<file path="config.mk">
export PLATFORM = sky130hd
export DESIGN_NAME = dmem_dma_copier
export DESIGN_NICKNAME = d
export VERILOG_FILES = /design/src/rtl/dmem_dma_copier.sv
export SDC_FILE = /design/constraint.sdc
export NUM_CORES = 1
export LEC_CHECK = 0
export CORE_UTILIZATION = 51
export CTS_BUF_LIST = sky130_fd_sc_hd__clkbuf_4 sky130_fd_sc_hd__clkbuf_8
export CTS_CLUSTER_SIZE = 24
export DETAILED_ROUTE_END_ITERATION = 8
export MAX_ROUTING_LAYER = met4
export PLACE_DENSITY_LB_ADDON = 0.25
export SYNTH_ARGS = -nofsm -noshare
export SYNTH_HDL_FRONTEND = slang
export SYNTH_SLANG_ARGS = --single-unit
</file>
<file path="constraint.sdc">
create_clock -name clk_i -period 2.8 [get_ports clk_i]
set_input_delay 0.56 -clock clk_i [delete_from_list [all_inputs] [get_ports clk_i]]
set_output_delay 0.56 -clock clk_i [all_outputs]
set_load 0.005 [all_outputs]
</file>
<file path="src/rtl/dmem_dma_copier.sv">
// Word-copy DMA initiator on the data-memory port: one word read then one word write per word,
// advancing source and destination by 4 until the requested length is moved.
module dmem_dma_copier #(
  parameter int unsigned LenW     = 16,
  parameter logic [2:0]  Funct3Lw = 3'b010
) (
  input  logic            clk_i,
  input  logic            rst_ni,
  input  logic            start_i,
  input  logic [31:0]     src_addr_i,
  input  logic [31:0]     dst_addr_i,
  input  logic [LenW-1:0] length_i,
  input  logic            grant_i,
  output logic            req_o,
  output logic            busy_o,
  output logic            done_o,
  output logic            error_o,
  output logic [31:0]     mem_addr_o,
  output logic [31:0]     mem_write_data_o,
  output logic            mem_write_o,
  output logic [2:0]      mem_funct3_o,
  input  logic [31:0]     mem_read_data_i
);

  typedef enum logic [1:0] {StIdle, StRead, StWrite, StDone} state_e;

  state_e          state_q, state_d;
  logic [31:0]     src_q, src_d;
  logic [31:0]     dst_q, dst_d;
  logic [LenW-1:0] cnt_q, cnt_d;
  logic [31:0]     buf_q, buf_d;
  logic            err_q, err_d;

  always_ff @(posedge clk_i or negedge rst_ni) begin
    if (!rst_ni) begin
      state_q <= StIdle;
      src_q   <= '0;
      dst_q   <= '0;
      cnt_q   <= '0;
      buf_q   <= '0;
      err_q   <= 1'b0;
    end else begin
      state_q <= state_d;
      src_q   <= src_d;
      dst_q   <= dst_d;
      cnt_q   <= cnt_d;
      buf_q   <= buf_d;
      err_q   <= err_d;
    end
  end

  always_comb begin
    state_d          = state_q;
    src_d            = src_q;
    dst_d            = dst_q;
    cnt_d            = cnt_q;
    buf_d            = buf_q;
    err_d            = 1'b0;
    req_o            = 1'b0;
    busy_o           = 1'b0;
    done_o           = 1'b0;
    mem_addr_o       = '0;
    mem_write_data_o = '0;
    mem_write_o      = 1'b0;
    mem_funct3_o     = Funct3Lw;

    unique case (state_q)
      StIdle: begin
        if (start_i) begin
          if ((src_addr_i[1:0] != 2'b00) || (dst_addr_i[1:0] != 2'b00)) begin
            err_d = 1'b1;
          end else if (length_i == '0) begin
            state_d = StDone;
          end else begin
            src_d   = src_addr_i;
            dst_d   = dst_addr_i;
            cnt_d   = length_i;
            state_d = StRead;
          end
        end
      end
      StRead: begin
        req_o  = 1'b1;
        busy_o = 1'b1;
        if (grant_i) begin
          mem_addr_o = src_q;
          buf_d      = mem_read_data_i;
          src_d      = src_q + 32'd4;
          state_d    = StWrite;
        end
      end
      StWrite: begin
        req_o  = 1'b1;
        busy_o = 1'b1;
        // Without grant the buffered word is held, so the copy resumes without a re-read.
        if (grant_i) begin
          mem_addr_o       = dst_q;
          mem_write_data_o = buf_q;
          mem_write_o      = 1'b1;
          dst_d            = dst_q + 32'd4;
          cnt_d            = cnt_q - LenW'(1);
          state_d          = (cnt_q == LenW'(1)) ? StDone : StRead;
        end
      end
      StDone: begin
        done_o  = 1'b1;
        state_d = StIdle;
      end
      default: state_d = StIdle;
    endcase
  end

  assign error_o = err_q;

endmodule
</file>
After elaboration in Yosys (flattened, before gate mapping)
Index checks and enable logic that the tools add are counted.
{"block": "totals", "ff_bits": 115, "inputBits": 116, "output_inout_bits": 72, "wordCells": 64}
{"block": "op_classes", "n_addsub": 3, "n_eq_ne": 9, "n_mux": 34, "reduce_logical": 12}
{"cell": "$mux 32", "count": 12}
{"cell": "$pmux 32 s2", "count": 3}
{"cell": "$add 32x3->32 const B", "count": 2}
{"cell": "$mux 16", "count": 4}
{"cell": "$pmux 16 s2", "count": 1}
{"cell": "$eq 16x1->1 const B", "count": 1}
{"cell": "$logic_not 16->1", "count": 1}
{"cell": "$sub 16x1->16 const B", "count": 1}
{"cell": "$mux 2", "count": 6}
{"cell": "$ne 2x2->1 const B", "count": 5}
{"cell": "$reduce_and 5->1", "count": 2}
{"cell": "$pmux 2 s4", "count": 1}
{"cell": "$reduce_bool 2->1", "count": 4}
{"cell": "$mux 1", "count": 7}
{"cell": "$eq 2x2->1 const B", "count": 2}
{"cell": "$reduce_and 4->1", "count": 1}
{"cell": "$eq 2x1->1 const B", "count": 1}
{"cell": "$logic_not 2->1", "count": 1}
{"cell": "$reduce_and 2->1", "count": 1}
{"cell": "$reduce_or 2->1", "count": 1}
{"cell": "$logic_or 1x1->1", "count": 1}

Longest topological paths before layout
Gate-level depths: netlist (run 1).
{"block": "logic_depth", "ltp_word": 5, "ltp_mapped": 11, "ltp_nobuf": 7}

Worst setup path before layout (run 1)
No wires, ideal clock.
{"block": "synth_timing", "path_kind": "flip-flop to output port", "from": "register state_q[1]", "to": "output port mem_addr_o[22]", "arrival_ns": 1.894, "t_required_ns": 2.240, "slack_ns": 0.346, "path_stages_with_launch": 9, "n_path_buf": 3, "path_cell_list": "dfrtp_1 -> inv_1 -> ha_1 -> clkbuf_1 -> and2_1 -> clkbuf_1 -> buf_1 -> a22oi_1 -> nor2b_1"}
{"block": "synth_between", "elab_chain_cells": 2, "word_cells_on_any_way": 3, "classes_between": "2 x eq/ne; 1 x mux"}
{"element": "start, declared", "line": "27", "text": "state_e state_q, state_d;"}
{"element": "start signal, assigned", "line": "36", "text": "state_q <= StIdle;"}
{"element": "start signal, assigned", "line": "43", "text": "state_q <= state_d;"}
{"element": "$eq 2x2->1 or $eq 2x1->1 (tied branches)", "line": "67", "text": "unique case (state_q)"}
{"element": "$pmux 32 s2 (*)", "line": "67"}
{"element": "end, declared", "line": "18", "text": "output logic [31:0] mem_addr_o,"}
Every way passes the cells marked *; elsewhere a longest branch is shown, timed or not.

Worst setup path in the final report (run 1)
{"block": "layout_timing", "from": "register state_q[1]", "to": "output port mem_addr_o[6]"}
Same word-level chain as after synthesis.

==> results.txt, run 1 <==
Status -> completed
Critical path peak fanout -> 6
Routed WL -> 24000 um
Pins Over Slew Limit -> 0
First-pass GRT wire length -> 37250 um
Vias -> 7935
Diodes inserted -> 0
Number of CTS-inserted buffers -> 17
Maximum clock frequency -> 363.7 MHz
Worst path max stage delay -> 0.50 ns
Final min period -> 2.749 ns
Total Routing Usage GR -> 33.15%
Post-synthesis sequential area ratio -> 38.69%
WP buf/inv -> 3
Hold Vio Cnt, Final -> 0
Gpl congestion -> 0.9569
Clock latency at the later pin of the worst-skew pair -> 0.44 ns
Worst r2r src -> state_q[1]$_DFFE_PN0P_
Most frequent cells in the layout -> nand2_1, clkdlybuf4s50_1, dfrtp_1
WHS -> 0.05252 ns
Routed Antenna Nets -> 0
Clock buffer depth -> 2
CTS tree -> done
Worst-margin pin slew -> 0.6669 ns
CP startpoint kind -> flip-flop
Die H -> 122.8 um
Async S/R FF share, synth -> 100.0%
Min-Delay Path Class -> in2async
Setup TNS -> 0 ns
Worst Setup Path Type -> reg2out
Max-Cap Viols -> 0
Dpl hpwl -> 16890 um
Period Utilization, post-route -> 98.20%
P per Cell Area -> 1020 mW/mm2
Netlist Area Pre-Place -> 0.007437 mm2
Area grow syn2layout -> 37.50%
Root Buffer -> clkbuf_8
R2R Setup Slk -> 0.29 ns
Initial antenna violation count -> 0
FF+latch count, synth -> 115
Pre-antenna DRT Iters -> 7
Top FF cell, synth -> dfrtp_1
Sequential Area -> 0.002878 mm2
Clk slew on worst S/H paths -> 0.07 ns
Arr. time, crit path -> 2.19 ns
Initial core utilization -> 52.96%
Total clock sinks -> 115
Total core area -> 0.01404 mm2
Filler cells -> 1092
Cell Rows -> 43
Post-synth EDFFs -> 0
Crit path max-delay family -> buffers and inverters
Avg Cell Area, Syn -> 8.119 um2
Finished Layout Cells -> 1289
Peak supply drop -> 0.6020 mV
DRC Markers -> 0
DR WL/cell -> 18.62 um
Vias/cell -> 6.156
Gr ovfl total -> 0
CP max stage cell -> clkdlybuf4s50_1
Die ar. -> 0.01507 mm2
Placed cells -> 1240
Fin Clk Skew -> 0.009239 ns
Vias in the first global route -> 7170
Syn Inst Count -> 916
Setup crit end kind -> output port
Area of the multi-input gates -> 0.004184 mm2
Cell Chain, Critical Path -> inv_2 -> ha_2 -> and2_4 -> clkbuf_16 -> a22oi_2 -> nor2b_1 -> clkdlybuf4s50_1
Largest net degree at the start of global routing -> 65
Worst setup path startpoint -> state_q[1]$_DFFE_PN0P_
H-tree depth -> 4
Slew headroom -> 55.13%
Commonest non-fill, non-tap cell in the layout -> nand2_1
I/O Pins -> 188
Die W -> 122.8 um
Final setup violating endpoints -> 0
Share of layout cells above drive strength 1 -> 10.64%
DR iter-0 viols -> 1014
Port buffer count -> 184
Lkg Pwr -> 4.609 nW
Synth unique cells -> 67
Crit path required time -> 2.24 ns
Nets -> 1221
Number of synthesis warnings -> 0
## final cells by class
type                       instances  area share, %
clock inverter                     9          1.224
multi-input combinational        706          40.92
inverter                          19         0.6974
timing repair buffer             237          23.79
tap                              180          2.202
sequential                       115          28.14
clock buffer                      23          3.034
## stage by stage
step	power (W)	instance area, um2	util [%]	worst slack (ns)
2_1_floorplan	0.006654	7441	-	0.3457
3_3_place_gp	0.008305	9524	67.83	-0.002764
3_5_place_dp	0.008445	9524	67.83	-0.03657
4_1_cts	0.01024	10040	71.51	0.0002947
5_1_grt	0.01115	10230	72.82	-0.01658
6_report	0.01043	10230	72.82	0.05053
## routing by layer
metal  GRT usage [%]  wire length, um
met3           7.249             2045
met1           43.51             9900
met2           49.26            11240
met5               -                0
met4           14.18              816
## synthesized netlist by cell type, types with 7 or more instances
cell type	number	area (um2)
buf_4	7	52.55
o21ai_0	33	165.2
nor4_1	12	75.07
inv_1	19	71.32
a31oi_1	9	56.30
nand2b_1	9	56.30
a21oi_1	73	365.4
nor3_1	18	90.09
dfrtp_1	115	2878
o32ai_1	8	70.07
buf_2	15	75.07
buf_1	7	26.28
nand4_1	18	112.6
nand3_1	36	180.2
a22oi_1	32	240.2
a2bb2oi_1	22	192.7
nand2_1	165	619.3
and4_1	8	70.07
ha_1	9	112.6
nor2_1	44	165.2
nor2b_1	36	225.2
o211ai_1	8	60.06
o22a_1	8	70.07
and3_1	40	250.2
clkbuf_1	46	172.7
o22ai_1	29	181.4
## what timing repair did
item                                    4_1_cts  5_1_grt
hold buffers                                  0        0
pin swaps                                     1        0
endpoints found under the setup margin       32       31
setup buffers                                 4       11
resized for setup                            13       29
cloned                                        1        1
## path summary, 6_finish.rpt
kind	end	depth (start not counted)
max	mem_addr_o[6]	7
min	src_q[2]$_DFFE_PN0P_	1
max reg2reg	src_q[25]$_DFFE_PN0P_	7
min reg2reg	buf_q[0]$_DFFE_PN0P_	2
max in group asynchronous	dst_q[28]$_DFFE_PN0P_	2
min in group clk_i	buf_q[0]$_DFFE_PN0P_	2
## report_power, final
group / internal (W) / leakage, nW / switching [W] / total (W)
Combinational: 0.00241 / 3.03 / 0.00272 / 0.00513
Clock: 0.00100 / 0.221 / 0.000684 / 0.00169
Sequential: 0.00248 / 1.35 / 0.00114 / 0.00361
Total: 0.00589 / 4.61 / 0.00454 / 0.0104
## state kept, by name, summed over array words and instances (netlist names)
name     count
state_q      2
src_q       32
buf_q       32
cnt_q       16
error_o      1
dst_q       32
## logic make-up (layout without fill, tap and decap cells)
| group | Yosys count | count (layout) | synth area share, % |
|---|---|---|---|
| AO/OA/AOI/OAI | 266 | 266 | 24.02 |
| adder cells (fa/ha/maj) | 9 | 9 | 1.514 |
| AND/OR/NAND/NOR | 422 | 422 | 29.27 |
| other | 2 | 3 | 0.1010 |
| flip-flops | 115 | 115 | 38.69 |
| buffers and inverters | 96 | 288 | 5.569 |
| multiplexers | 6 | 6 | 0.8244 |
No activity file was read; power rests on OpenSTA's default activity.
==> run 2, diff against run 1 <==
- SLEW_MARGIN: default -> 20
==> results of run 2 <==
No change in the layout: final DEF, timing and power equal those of run 1.
